`src/rtl/lab104_irq_pending_latch.sv`:
```
// Purpose: latch rising edges of raw request lines as sticky pending bits, clear by indexed ack, count lost events.
// Latency: request rise at edge k is visible on pend_out/irq in cycle k+1; ack at edge k clears in cycle k+1.
// Backpressure: none; events arriving on an already-pending line are counted as drops, never stalled.
module lab104_irq_pending_latch #(
    parameter int N     = 4,
    parameter int IDX_W = $clog2(N),
    parameter int CNT_W = 8
) (
    input  logic             clk,
    input  logic             rst,
    input  logic [N-1:0]     req_in,
    input  logic [N-1:0]     mask,
    input  logic             ack,
    input  logic [IDX_W-1:0] ack_idx,
    output logic [N-1:0]     pend_out,
    output logic             irq,
    output logic [CNT_W-1:0] drop_cnt,
    output logic             ack_err
);

    logic [N-1:0] req_q;
    logic [N-1:0] pend_r;
    logic [N-1:0] rise;
    logic [N-1:0] clr;
    logic [N-1:0] drop;
    logic         drop_any;
    logic         cnt_sat;
    logic         ack_hit;

    // One-hot clear decode; an index outside 0..N-1 simply matches no line.
    always_comb begin
        clr = '0;
        for (int i = 0; i < N; i++) begin
            clr[i] = ack && (ack_idx == IDX_W'(i));
        end
    end

    // Edge detect, drop detect, and legality of the acknowledge.
    always_comb begin
        rise     = req_in & ~req_q;
        drop     = rise & pend_r & ~clr;
        drop_any = |drop;
        cnt_sat  = &drop_cnt;
        ack_hit  = |(clr & pend_r);
    end

    // Request history and pending bits; a set on the same cycle as its clear wins.
    always_ff @(posedge clk) begin
        if (rst) begin
            req_q  <= '0;
            pend_r <= '0;
        end else begin
            req_q  <= req_in;
            pend_r <= (pend_r & ~clr) | rise;
        end
    end

    // Saturating drop counter: at most one increment per cycle however many lines drop.
    always_ff @(posedge clk) begin
        if (rst) begin
            drop_cnt <= '0;
        end else if (drop_any && !cnt_sat) begin
            drop_cnt <= drop_cnt + 1'b1;
        end
    end

    // One-cycle flag for an ack that targets a missing line or a line with nothing pending.
    always_ff @(posedge clk) begin
        if (rst) begin
            ack_err <= 1'b0;
        end else begin
            ack_err <= ack && !ack_hit;
        end
    end

    // Mask only hides bits from the consumer; latching, clearing and drop counting ignore it.
    always_comb begin
        pend_out = pend_r & ~mask;
        irq      = |pend_out;
    end

endmodule

```
`config.mk`:
```
export PLATFORM = sky130hd
export DESIGN_NAME = lab104_irq_pending_latch
export DESIGN_NICKNAME = d
export VERILOG_FILES = /design/src/rtl/lab104_irq_pending_latch.sv
export SDC_FILE = /design/constraint.sdc
export NUM_CORES = 1
export LEC_CHECK = 0
export ABC_AREA = 1
export ABC_CLOCK_PERIOD_IN_PS = 1600
export CORE_UTILIZATION = 45
export CTS_CLUSTER_SIZE = 12
export DETAILED_ROUTE_END_ITERATION = 6
export GPL_TIMING_DRIVEN = 0
export PLACE_DENSITY = 0.76
export SETUP_SLACK_MARGIN = 0.3
export SLEW_MARGIN = 10
export SYNTH_ARGS = -nofsm -noshare
export SYNTH_HDL_FRONTEND = slang
export SYNTH_SLANG_ARGS = --single-unit
```
`constraint.sdc`:
```
create_clock -name clk -period 1.6 [get_ports clk]
set_input_delay 0.32 -clock clk [delete_from_list [all_inputs] [get_ports clk]]
set_output_delay 0.32 -clock clk [all_outputs]
set_load 0.02 [all_outputs]
```
==> impl_summary.txt, run 1 <==
----------------------------------------------------
[Run status]
  Outcome ... finished, violations left
  Violated checks ... negative setup slack

[Logic synthesis]
  Mapped Cells ... 147
  Combinational family with the most area after synthesis ... simple AND/OR/NAND/NOR gates
  Synthesis-stage register bit count ... 17
  Total nets after synthesis ... 161
  YS warnings ... 0
  Mean Syn Cell Area ... 6.32 µm²
  Fraction of the mapped netlist area in adder cells ... 1.35%
  Netlist area before placement ... 930 µm²
  Sequential area share after synthesis ... 36.6%
  Number of distinct library cells after synthesis ... 16
  Xor and xnor area share after synthesis ... 0%
  Synth Area in Simple Gates ... 42.0%
  Proportion of synthesized area in mux cells ... 0%
  Complex-gate fraction of the synthesized area ... 7.13%

[Clock network]
  Inserted Clock Buffers ... 3
  Maximum count of clock buffers along a single path ... 2
  Insertion delay of the later-clocked pin in the worst-skew pair ... 300 ps
  Clock transition at path regs ... 100 ps
  Clock tree from TritonCTS ... yes
  Sinks on the clock net ... 17
  CTS root buffer ... clkbuf_4
  Number of levels in the clock H-tree ... 1

[Routing]
  Wire per inst ... 12.1 µm
  Post-route antenna net violation count ... 0
  First DRT Iteration DRCs ... 15
  Number of vias per cell after detailed routing ... 5.06
  Total detailed-routing wirelength ... 2650 µm
  Number of design rule violations left after detail routing ... 0
  Number of search-and-repair iterations in the first detailed-routing pass ... 4
  Vias after detailed routing ... 1103

[Timing]
  Highest achievable clock rate ... 577 MHz
  Count of final max-slew check failures ... 0
  Hold WS ... 207 ps
  Largest clock skew in the final design ... 1.84 ps
  Relative slew slack ... 82.6%
  Crit path setup slack, layout ... -134 ps
  Final min period ... 1730 ps
  Unrepaired setup endpoints after global routing ... yes
  Final setup TNS ... -134 ps
  Final period utilization ... 108%
  Measured slew at the worst slew-check pin ... 259 ps
  Setup violation total in the final timing report ... 1
  Hold Vio Cnt, Final ... 0

[Floorplanning]
  Die area ... 0.00225 mm²
  Core Area ... 0.00194 mm²
  Io pins ... 27
  Width of the die ... 47.5 µm
  Row cnt ... 16
  Initial core utilization ... 47.9%
  Vert. Die Dim ... 47.5 µm

[Pwr]
  Sequential fraction of design power ... 46.0%
  Sw Pwr ... 0.000321 W
  Relative contribution of the clock network to total power ... 23.8%
  Power per cell area ... 661 mW/mm²
  Maximum vdd drop ... 0.000582 V
  Combinational power share ... 30.2%
  Internal power ... 0.000690 W
  Net switching share of the total power ... 31.8%
  Leakage dissipation ... 0.732 nW

[GRT]
  Overflow after GRT ... 0
  Antenna violations before repair ... 0
  First-pass GRT wire length ... 3620 µm
  All-layer global routing usage ... 22.6%
  Via count of the first global-routing pass ... 910
  Largest net degree at the start of global routing ... 10

[Critical path]
  Reg2Reg Setup Slack ... 190 ps
  Critical path endpoint category ... primary output
  CP Depth ... 4
  WP data arrival ... 1410 ps
  Ordered cell list for the critical path ... inv_2 -> nor2_4 -> or4_4 -> buf_6
  Crit-path leading delay family ... simple AND/OR/NAND/NOR gates
  Biggest cell delay along the critical path ... 510 ps
  Biggest fanout along the worst timing path ... 4
  Worst Reg-to-Reg Cells ... 9
  Highest-delay cell along the critical path ... or4_4
  Worst r2r src ... drop_cnt[1]
  Worst path bufs/invs ... 2
  FF-to-FF End ... drop_cnt[2]
  Worst setup SP type ... register
  Category of the critical setup timing path ... register to primary output
  Required arrival time at the worst endpoint ... 1280 ps

[Worst hold path]
  Min-Delay Endpoint ... pend_r[1]
  Hold Path Origin ... rst
  HP Class ... input port to register
  Depth of the worst hold-timing path ... 2

[Cells and area]
  Fraction of final layout cells sized beyond drive strength 1 ... 47.1%
  Commonest non-fill, non-tap cell in the layout ... nor2_1
  Total of fill cells in the finished design ... 139
  Count of inserted antenna diode cells ... 0
  Number of nets in the final layout ... 206
  Highest-count cells in the layout ignoring fill and taps ... nor2_1 (27), nand2_1 (20), inv_1 (16)
  Area overhead of the layout relative to synthesis ... 64.5%

[Run]
  Max_cap viols ... 0

[Place]
  Port Buf Inserts ... 25
  Sum of net half-perimeters after detailed placement ... 1630 µm
  Gpl congestion ... 0.803

----------------------------------------------------
==> cell type report <==
cell class                      count  area, µm²  share of cell area, %
Sequential cell                    17        363                   23.7
Buffer                              2       22.5                   1.47
Inverter                           26        100                   6.55
Tap cell                           27       33.8                   2.21
Timing Repair Buffer               40        333                   21.8
Multi-Input combinational cell    102        651                   42.6
Clock buffer                        4       26.3                   1.72
==> per-layer routing <==
metal	part of all wire [%]	vias to the layer above	global-route usage, %
li1	-	545	-
met1	44	526	30.5
met2	51	27	37.0
met3	3.4	5	3.40
met4	1.5	0	6.86
met5	0	-	0
==> synth_stat cells <==
cell	n	area, µm²
a21oi_1	10	50.1
buf_6	2	22.5
clkinv_1	2	7.51
dfxtp_1	17	340
ha_1	1	12.5
inv_1	24	90.1
nand2_1	22	82.6
nand2_2	1	6.26
nand3_1	16	80.1
nand3_2	4	40.0
nand3b_1	2	15.0
nor2_1	41	154
nor3_1	1	5.00
o21ai_0	2	10.0
o22ai_1	1	6.26
or4_1	1	7.51
==> registers in the layout, summed over array words and instances (netlist names) <==
name / count
pend_r: 4
drop_cnt: 8
ack_err: 1
req_q: 4
==> metrics by stage <==
step / std cells / total power, W / util [%] / setup slack [ps] / instance area, µm²
3_3_place_gp: 199 / 0.000692 / 64.8 / -653 / 1260
2_1_floorplan: 147 / 0.000608 / - / 282 / 973
4_1_cts: 212 / 0.000957 / 74.0 / -125 / 1440
3_5_place_dp: 199 / 0.000702 / 64.8 / -671 / 1260
5_1_grt: 218 / 0.00106 / 78.7 / -173 / 1530
6_report: 218 / 0.00101 / 78.7 / -134 / 1530
==> cells by family (layout without fill, tap and decap cells) <==
kind of cell               Yosys count  in the layout
buffers and inverters               28             72
DFF                                 17             17
AOI/OAI and AO/OA                   13             13
adders and majority gates            1              1
and+or+nand+nor                     88             88
==> repair_timing <==
item	in CTS	in global routing
setup endpoints to repair	22	18
resized for setup	88	42
pin swaps	18	20
gates cloned	1	0
setup buffers	8	6
hold buffers	0	0
hold endpoints to repair	0	0
==> power groups by stage <==
stage	combinational, W	clock [W]	sequential (W)
finish	0.000305	0.000241	0.000466
global route	0.000329	0.000264	0.000468
CTS	0.000251	0.000237	0.000469
detailed placement	0.000222	0	0.000480
global placement	0.000214	0	0.000478
floorplan	0.000121	0	0.000486
==> how the worst max path moves through the flow <==
stage          slack (ps)   to  startpoint
3_5_place_dp         -670  irq     mask[1]
3_3_place_gp         -650  irq     mask[1]
6_report             -130  irq   pend_r[3]
2_1_floorplan         280  irq   pend_r[1]
5_1_grt              -170  irq   pend_r[1]
4_1_cts              -130  irq   pend_r[1]
No activity file was read; power rests on OpenSTA's default activity.
==> run 2: changes to the inputs <==
- ABC_AREA: 1 -> not set
- ABC_CLOCK_PERIOD_IN_PS: 1600 -> not set
- CORE_UTILIZATION: 45 -> 43
==> impl_summary.txt, run 2 <==
----------------------------------------------------
[Logic synthesis]
  Proportion of register bits with asynchronous set or reset after synthesis ... 0% (unchanged)
  Fraction of the mapped netlist area in adder cells ... 1.59% (+0.25 points)
  Most instantiated cells after synthesis ... dfxtp_1 (17), nor2b_1 (11), nor2_1 (10), a21oi_1 (6)
  Share of Yosys cell area claimed by the top area cell type ... 43.3% (+6.7 points)
  Xor and xnor area share after synthesis ... 1.11% (+1.1 points)
  Mean Syn Cell Area ... 9.24 µm² (+46%)
  Netlist area before placement ... 786 µm² (-15%)
  Leading cell types by total area after synthesis ... dfxtp_1 (43%), nor2b_1 (8.8%), nor2_1 (4.8%)
  Leading register cell type out of synthesis ... dfxtp_1
  Top-count cell post-synth ... dfxtp_1
  Post-synth EDFFs ... 0 (unchanged)
  Synth Area in Simple Gates ... 26.9% (-15 points)
  Number of distinct library cells after synthesis ... 31 (+15)
  Total nets after synthesis ... 99 (-39%)
  YS warnings ... 0 (unchanged)
  Sequential area share after synthesis ... 43.3% (+6.7 points)
  Mapped Cells ... 85 (-42%)
  Complex-gate fraction of the synthesized area ... 15.9% (+8.8 points)
  Combinational family with the most area after synthesis ... simple AND/OR/NAND/NOR gates
  Most area-hungry cell type in the Yosys netlist ... dfxtp_1
  Proportion of synthesized area in mux cells ... 8.28% (+8.3 points)
  Synthesis-stage register bit count ... 17 (unchanged)

[Routing]
  Vias after detailed routing ... 747 (-32%)
  Number of search-and-repair iterations in the first detailed-routing pass ... 4 (unchanged)
  Number of design rule violations left after detail routing ... 0 (unchanged)
  Number of vias per cell after detailed routing ... 5.01 (-0.91%)
  First DRT Iteration DRCs ... 17 (+2)
  Post-route antenna net violation count ... 0 (unchanged)
  Wire per inst ... 12.7 µm (+4.3%)
  Total detailed-routing wirelength ... 1890 µm (-29%)

[GRT]
  Largest net degree at the start of global routing ... 11 (+1)
  First-pass GRT wire length ... 2770 µm (-23%)
  All-layer global routing usage ... 19.1% (-3.5 points)
  Via count of the first global-routing pass ... 665 (-27%)
  Overflow after GRT ... 0 (unchanged)
  Antenna violations before repair ... 0 (unchanged)

[Cells and area]
  Highest-count cells in the layout ignoring fill and taps ... dfxtp_2 (10), dlygate4sd2_1 (10), nor2_1 (9), buf_6 (8), nor2b_1 (7)
  Count of inserted antenna diode cells ... 0 (unchanged)
  Top flop regs ... drop_cnt x8, pend_r x4, req_q x4
  Register with the most flip-flops ... drop_cnt
  Area overhead of the layout relative to synthesis ... 62.7%
  Fraction of final layout cells sized beyond drive strength 1 ... 50.8% (+3.7 points)
  Total of fill cells in the finished design ... 130 (-6.5%)
  Largest register FFs ... 8 (unchanged)
  Number of nets in the final layout ... 139 (-33%)
  Post-layout util ... 74.1% (-4.7 points)

[Floorplanning]
  Width of the die ... 44.7 µm (-5.7%)
  Vert. Die Dim ... 44.7 µm (-5.7%)
  Die area ... 0.00200 mm² (-11%)
  Io pins ... 27 (unchanged)
  Core Area ... 0.00173 mm² (-11%)
  Initial core utilization ... 45.5% (-2.4 points)
  Row cnt ... 15 (-1)

[Place]
  Port Buf Inserts ... 26 (+4.0%)
  Gpl congestion ... 0.732 (-8.9%)
  Sum of net half-perimeters after detailed placement ... 1240 µm (-24%)

[Pwr]
  Maximum vdd drop ... 0.000658 V (+13%)
  Power per cell area ... 727 mW/mm² (+9.9%)
  Total power draw ... 0.000930 W (-8.0%)
  Leakage dissipation ... 0.530 nW (-28%)

[Critical path]
  Required arrival time at the worst endpoint ... 1280 ps (about the same)
  Worst setup SP type ... register
  Category of the critical setup timing path ... register to primary output
  Worst path bufs/invs ... 1 (-1)
  WP data arrival ... 1410 ps (about the same)
  Worst Reg-to-Reg Cells ... 6 (-3)
  Biggest cell delay along the critical path ... 520 ps (about the same)
  Biggest fanout along the worst timing path ... 2 (-2)
  Critical path endpoint category ... primary output
  CP Depth ... 3 (-1)
  Crit-path leading delay family ... simple AND/OR/NAND/NOR gates
  Highest-delay cell along the critical path ... or4_4
  Ordered cell list for the critical path ... nor2b_4 -> or4_4 -> buf_6

[Timing]
  Final min period ... 1730 ps (-7.13 ps)
  Unrepaired setup endpoints after global routing ... yes
  Final period utilization ... 108% (-0.45 points)
  Highest achievable clock rate ... 579 MHz (+0.41%)
  Crit path setup slack, layout ... -127 ps (+7.13 ps)
  Count of final max-slew check failures ... 0 (unchanged)
  Setup violation total in the final timing report ... 3 (+2)
  Largest clock skew in the final design ... 4.19 ps (+2.34 ps)
  Relative slew slack ... 83.0% (+0.36 points)
  Measured slew at the worst slew-check pin ... 254 ps (-4.34 ps)
  Hold Vio Cnt, Final ... 0 (unchanged)

[Clock network]
  Clock tree from TritonCTS ... yes
  Maximum count of clock buffers along a single path ... 2 (unchanged)
  Sinks on the clock net ... 17 (unchanged)
  Number of levels in the clock H-tree ... 1 (unchanged)
  Inserted Clock Buffers ... 3 (unchanged)
  Insertion delay of the later-clocked pin in the worst-skew pair ... 290 ps (about the same)
  Number of buffers added to fix hold violations after cts ... 0 (unchanged)
  CTS root buffer ... clkbuf_4
  Clock transition at path regs ... 100 ps (about the same)

[Worst hold path]
  HP Class ... input port to register
  Depth of the worst hold-timing path ... 2 (unchanged)

[Run status]
  Outcome ... finished, violations left
  Violated checks ... negative setup slack

[Run]
  Max_cap viols ... 0 (unchanged)

----------------------------------------------------
[run 2: cell count changes after synthesis, sizes merged, moves of 2 or more]
cell / change
nor2: -31
inv: -22
nand2: -19
nand3: -17
nor2b: +11
mux2: +4
nand2b: +4
a21oi: -3
a211oi: +2
clkinv: -2
mux2i: +2
nand4: +2
o22a: +2
[run 2: worst reg2reg max path, stage by stage (launching register included)]
cell and delay, ps:
dfxtp_2 330, or2b_1 230, o22a_2 260, a21oi_4 200, buf_6 130, nand3_2 70, mux2_4 300
[run 2: cells by family (layout without fill, tap and decap cells)]
| kind of cell | after synthesis | after routing |
|---|---|---|
| flip-flops | 17 | 17 |
| AND/OR/NAND/NOR | 39 | 39 |
| XOR/XNOR | 1 | 1 |
| adder cells (fa/ha/maj) | 1 | 1 |
| buffers and inverters | 4 | 43 |
| AO/OA/AOI/OAI | 17 | 17 |
| multiplexers | 6 | 6 |
[run 2: where the power goes]
part / total (W) / leakage [nW] / switching (W) / internal, W
Combinational: 0.000234 / 0.370 / 0.000104 / 0.000130
Sequential: 0.000464 / 0.145 / 0.0000166 / 0.000447
Clock: 0.000231 / 0.0150 / 0.000134 / 0.0000969
[run 2: per-stage QoR]
step,std cells,worst slack [ps],cell area (µm²),hold WS (ps),setup TNS (ps)
6_report,149,-127,1280,381,-154
2_1_floorplan,85,32.6,818,430,0
5_1_grt,149,-163,1280,395,-356
3_3_place_gp,136,-650,1110,493,-5270
4_1_cts,147,-125,1230,383,-125
3_5_place_dp,136,-658,1110,510,-5540
[run 2: path summary, 6_finish.rpt]
| check | start | to | slack, ps |
|---|---|---|---|
| hold reg to reg | pend_r[0] | pend_r[0] | 510 |
| hold / removal | req_in[3] | req_q[3] | 380 |
| setup / recovery | pend_r[1] | irq | -130 |
| setup reg to reg | req_q[1] | drop_cnt[7] | -20 |
[run 2: final cells by class]
type,instances,area [µm²],share of cell area [%]
Buffer,2,16.3,1.27
Timing Repair Buffer,35,324,25.3
Clock buffer,4,26.3,2.05
Tap cell,25,31.3,2.45
Sequential cell,17,360,28.2
Multi-Input combinational cell,64,513,40.1
Inverter,2,7.51,0.587
[run 2: what timing repair did]
| action | in CTS | in global routing |
|---|---|---|
| resized for setup | 74 | 24 |
| pin swaps | 12 | 5 |
| endpoints found under the setup margin | 23 | 28 |
| setup buffers | 7 | 2 |
[run 2: layer usage]
| layer | GRT usage (%) | wire length, µm | vias to the layer above | share of wire (%) |
|---|---|---|---|---|
| li1 | - | - | 375 | - |
| met4 | 7.27 | 12 | 0 | 0.64 |
| met1 | 23.8 | 862 | 349 | 46 |
| met5 | 0 | 0 | - | 0 |
| met3 | 7.20 | 113 | 2 | 6.0 |
| met2 | 30.0 | 896 | 21 | 48 |
==> run 3: changes to the inputs <==
- CELL_PAD_IN_SITES_DETAIL_PLACEMENT: not set -> 0
- CELL_PAD_IN_SITES_GLOBAL_PLACEMENT: not set -> 2
- CORE_UTILIZATION: 43 -> 25
- PLACE_DENSITY: 0.76 -> not set
- PLACE_DENSITY_LB_ADDON: not set -> 0.1
- RECOVER_POWER: not set -> 100
==> impl_summary.txt, run 3 (synthesized netlist as in run 2, its figures left out) <==
----------------------------------------------------
[Pwr]
  Relative contribution of the clock network to total power ... 25.9% (+1.0 points)
  Combinational power share ... 23.8% (-1.4 points)
  Leakage dissipation ... 0.498 nW (-6.0%)
  Power per cell area ... 731 mW/mm² (+0.61%)
  Sw Pwr ... 0.000259 W (+1.3%)
  Sequential fraction of design power ... 50.4% (+0.5 points)
  Net switching share of the total power ... 28.3% (+0.81 points)
  Internal power ... 0.000657 W (-2.7%)
  Total power draw ... 0.000915 W (-1.6%)
  Maximum vdd drop ... 0.000370 V (-44%)

[Routing]
  Number of design rule violations left after detail routing ... 1 (+1)
  Vias after detailed routing ... 735 (-1.6%)
  Total detailed-routing wirelength ... 2060 µm (+9.4%)
  Wire per inst ... 12.7 µm (about the same)
  Number of search-and-repair iterations in the first detailed-routing pass ... 6 (+2)
  Post-route antenna net violation count ... 0 (unchanged)
  First DRT Iteration DRCs ... 14 (-3)
  Number of vias per cell after detailed routing ... 4.51 (-10%)

[Timing]
  Setup violation total in the final timing report ... 3 (unchanged)
  Count of final max-slew check failures ... 0 (unchanged)
  Hold Vio Cnt, Final ... 0 (unchanged)
  Crit path setup slack, layout ... -136 ps (-8.87 ps)
  Highest achievable clock rate ... 576 MHz (-0.51%)
  Unrepaired setup endpoints after global routing ... yes
  Measured slew at the worst slew-check pin ... 479 ps (+224 ps)
  Final period utilization ... 108% (+0.55 points)
  Final min period ... 1740 ps (+8.87 ps)
  Relative slew slack ... 68.1% (-15 points)
  Largest clock skew in the final design ... 4.77 ps (+0.581 ps)

[Floorplanning]
  Width of the die ... 58.1 µm (+30%)
  Vert. Die Dim ... 58.1 µm (+30%)
  Io pins ... 27 (unchanged)
  Die area ... 0.00337 mm² (+68%)
  Row cnt ... 19 (+4)
  Core Area ... 0.00288 mm² (+67%)
  Initial core utilization ... 27.3% (-18 points)

[Critical path]
  Biggest cell delay along the critical path ... 530 ps (about the same)
  Critical path endpoint category ... primary output
  Worst path bufs/invs ... 1 (unchanged)
  Highest-delay cell along the critical path ... or4_4
  Worst Reg-to-Reg Cells ... 5 (-1)
  Biggest fanout along the worst timing path ... 2 (unchanged)
  FF-to-FF End ... drop_cnt[4]
  Category of the critical setup timing path ... register to primary output
  Required arrival time at the worst endpoint ... 1280 ps (about the same)
  Reg2Reg Setup Slack ... -60 ps (-40 ps)
  Worst setup SP type ... register
  Worst r2r src ... req_q[1]
  WP data arrival ... 1420 ps (about the same)
  Launch point of the worst path ... pend_r[1]
  Crit-path leading delay family ... simple AND/OR/NAND/NOR gates
  Ordered cell list for the critical path ... nor2b_4 -> or4_4 -> buf_6

[Cells and area]
  Fraction of final layout cells sized beyond drive strength 1 ... 47.1% (-3.7 points)
  Register with the most flip-flops ... drop_cnt
  Top flop regs ... drop_cnt x8, pend_r x4, req_q x4
  Total of fill cells in the finished design ... 316 (+140%)
  Largest register FFs ... 8 (unchanged)
  Number of nets in the final layout ... 136 (-2.2%)
  Commonest non-fill, non-tap cell in the layout ... dfxtp_2
  Highest-count cells in the layout ignoring fill and taps ... dfxtp_2 (10), nor2_1 (9), dlygate4sd2_1 (8), nor2b_1 (7), buf_4 (6)
  Area overhead of the layout relative to synthesis ... 59.2%
  Design Area, Final ... 0.00125 mm² (-2.2%)
  Count of inserted antenna diode cells ... 0 (unchanged)
  Post-layout util ... 43.5% (-31 points)

[Run status]
  Violated checks ... design-rule violations, negative setup slack
  Outcome ... finished, violations left

[GRT]
  First-pass GRT wire length ... 3440 µm (+24%)
  Via count of the first global-routing pass ... 755 (+14%)
  Antenna violations before repair ... 0 (unchanged)
  Overflow after GRT ... 0 (unchanged)
  All-layer global routing usage ... 13.7% (-5.4 points)
  Largest net degree at the start of global routing ... 11 (unchanged)

[Run]
  Max_cap viols ... 0 (unchanged)

[Clock network]
  CTS root buffer ... clkbuf_4
  Clock tree from TritonCTS ... yes
  Number of buffers added to fix hold violations after cts ... 0 (unchanged)
  Clock transition at path regs ... 100 ps (about the same)
  Maximum count of clock buffers along a single path ... 2 (unchanged)
  Number of levels in the clock H-tree ... 1 (unchanged)
  Insertion delay of the later-clocked pin in the worst-skew pair ... 290 ps (about the same)
  Sinks on the clock net ... 17 (unchanged)
  Inserted Clock Buffers ... 3 (unchanged)

[Place]
  Port Buf Inserts ... 26 (unchanged)
  Gpl congestion ... 0.663 (-9.4%)
  Post-DP Area ... 0.00113 mm² (+1.9%)
  Sum of net half-perimeters after detailed placement ... 1350 µm (+8.6%)

[Worst hold path]
  Hold Path Origin ... req_in[1]
  Depth of the worst hold-timing path ... 2 (unchanged)
  HP Class ... input port to register
  Min-Delay Endpoint ... req_q[1]

----------------------------------------------------
-- run 3: repair_timing --
item | CTS | global route
setup buffers | 5 | 1
pin swaps | 13 | 5
gates resized for setup | 79 | 21
setup endpoints to repair | 23 | 25
-- run 3: worst max-delay path by stage --
| stage | endpoint | slack, ps | depth (start not counted) |
|---|---|---|---|
| floorplan | drop_cnt[4] | 30 | 5 |
| global placement | irq | -650 | 4 |
| detailed placement | irq | -670 | 4 |
| CTS | irq | -150 | 3 |
| global route | irq | -190 | 3 |
| finish | irq | -140 | 3 |
-- run 3: area by class of cell --
| type | instances | area [µm²] | area share (%) |
|---|---|---|---|
| buffer | 2 | 8.76 | 0.700 |
| clock buffer | 4 | 26.3 | 2.10 |
| inverter | 2 | 7.51 | 0.600 |
| multi-input combinational | 64 | 523 | 41.8 |
| sequential | 17 | 360 | 28.8 |
| tap | 42 | 52.6 | 4.20 |
| timing repair buffer | 32 | 273 | 21.8 |
-- run 3: stage by stage --
stage / setup TNS, ps / hold slack [ps] / worst slack, ps / instances
6_report: -205 / 371 / -136 / 163
5_1_grt: -520 / 401 / -187 / 163
4_1_cts: -241 / 366 / -150 / 162
3_5_place_dp: -5760 / 510 / -666 / 153
3_3_place_gp: -5710 / 495 / -655 / 153
2_1_floorplan: 0 / 430 / 32.6 / 85
-- run 3: worst register-to-register path: cells and delay by family, from the launching register on --
| kind | cells | cell delay (ps) |
|---|---|---|
| mux | 1 | 330 |
| flops | 1 | 310 |
| simple gates | 2 | 390 |
| compound gates | 2 | 520 |
-- run 3: power by group through the flow --
stage | Combinational, W | Clock, W | Sequential, W
final | 0.000218 | 0.000237 | 0.000461
after global routing | 0.000238 | 0.000272 | 0.000465
after CTS | 0.000218 | 0.000249 | 0.000465
after detailed placement | 0.000192 | 0 | 0.000472
after global placement | 0.000190 | 0 | 0.000472
after floorplan | 0.0000957 | 0 | 0.000479
-- run 3: per-layer routing --
layer | wire length, µm | track usage [%] | part of all wire [%]
met1 | 956 | 17.2 | 46
met3 | 97 | 3.35 | 4.7
met5 | 0 | 0 | 0
met2 | 978 | 22.2 | 47
met4 | 31 | 6.12 | 1.5
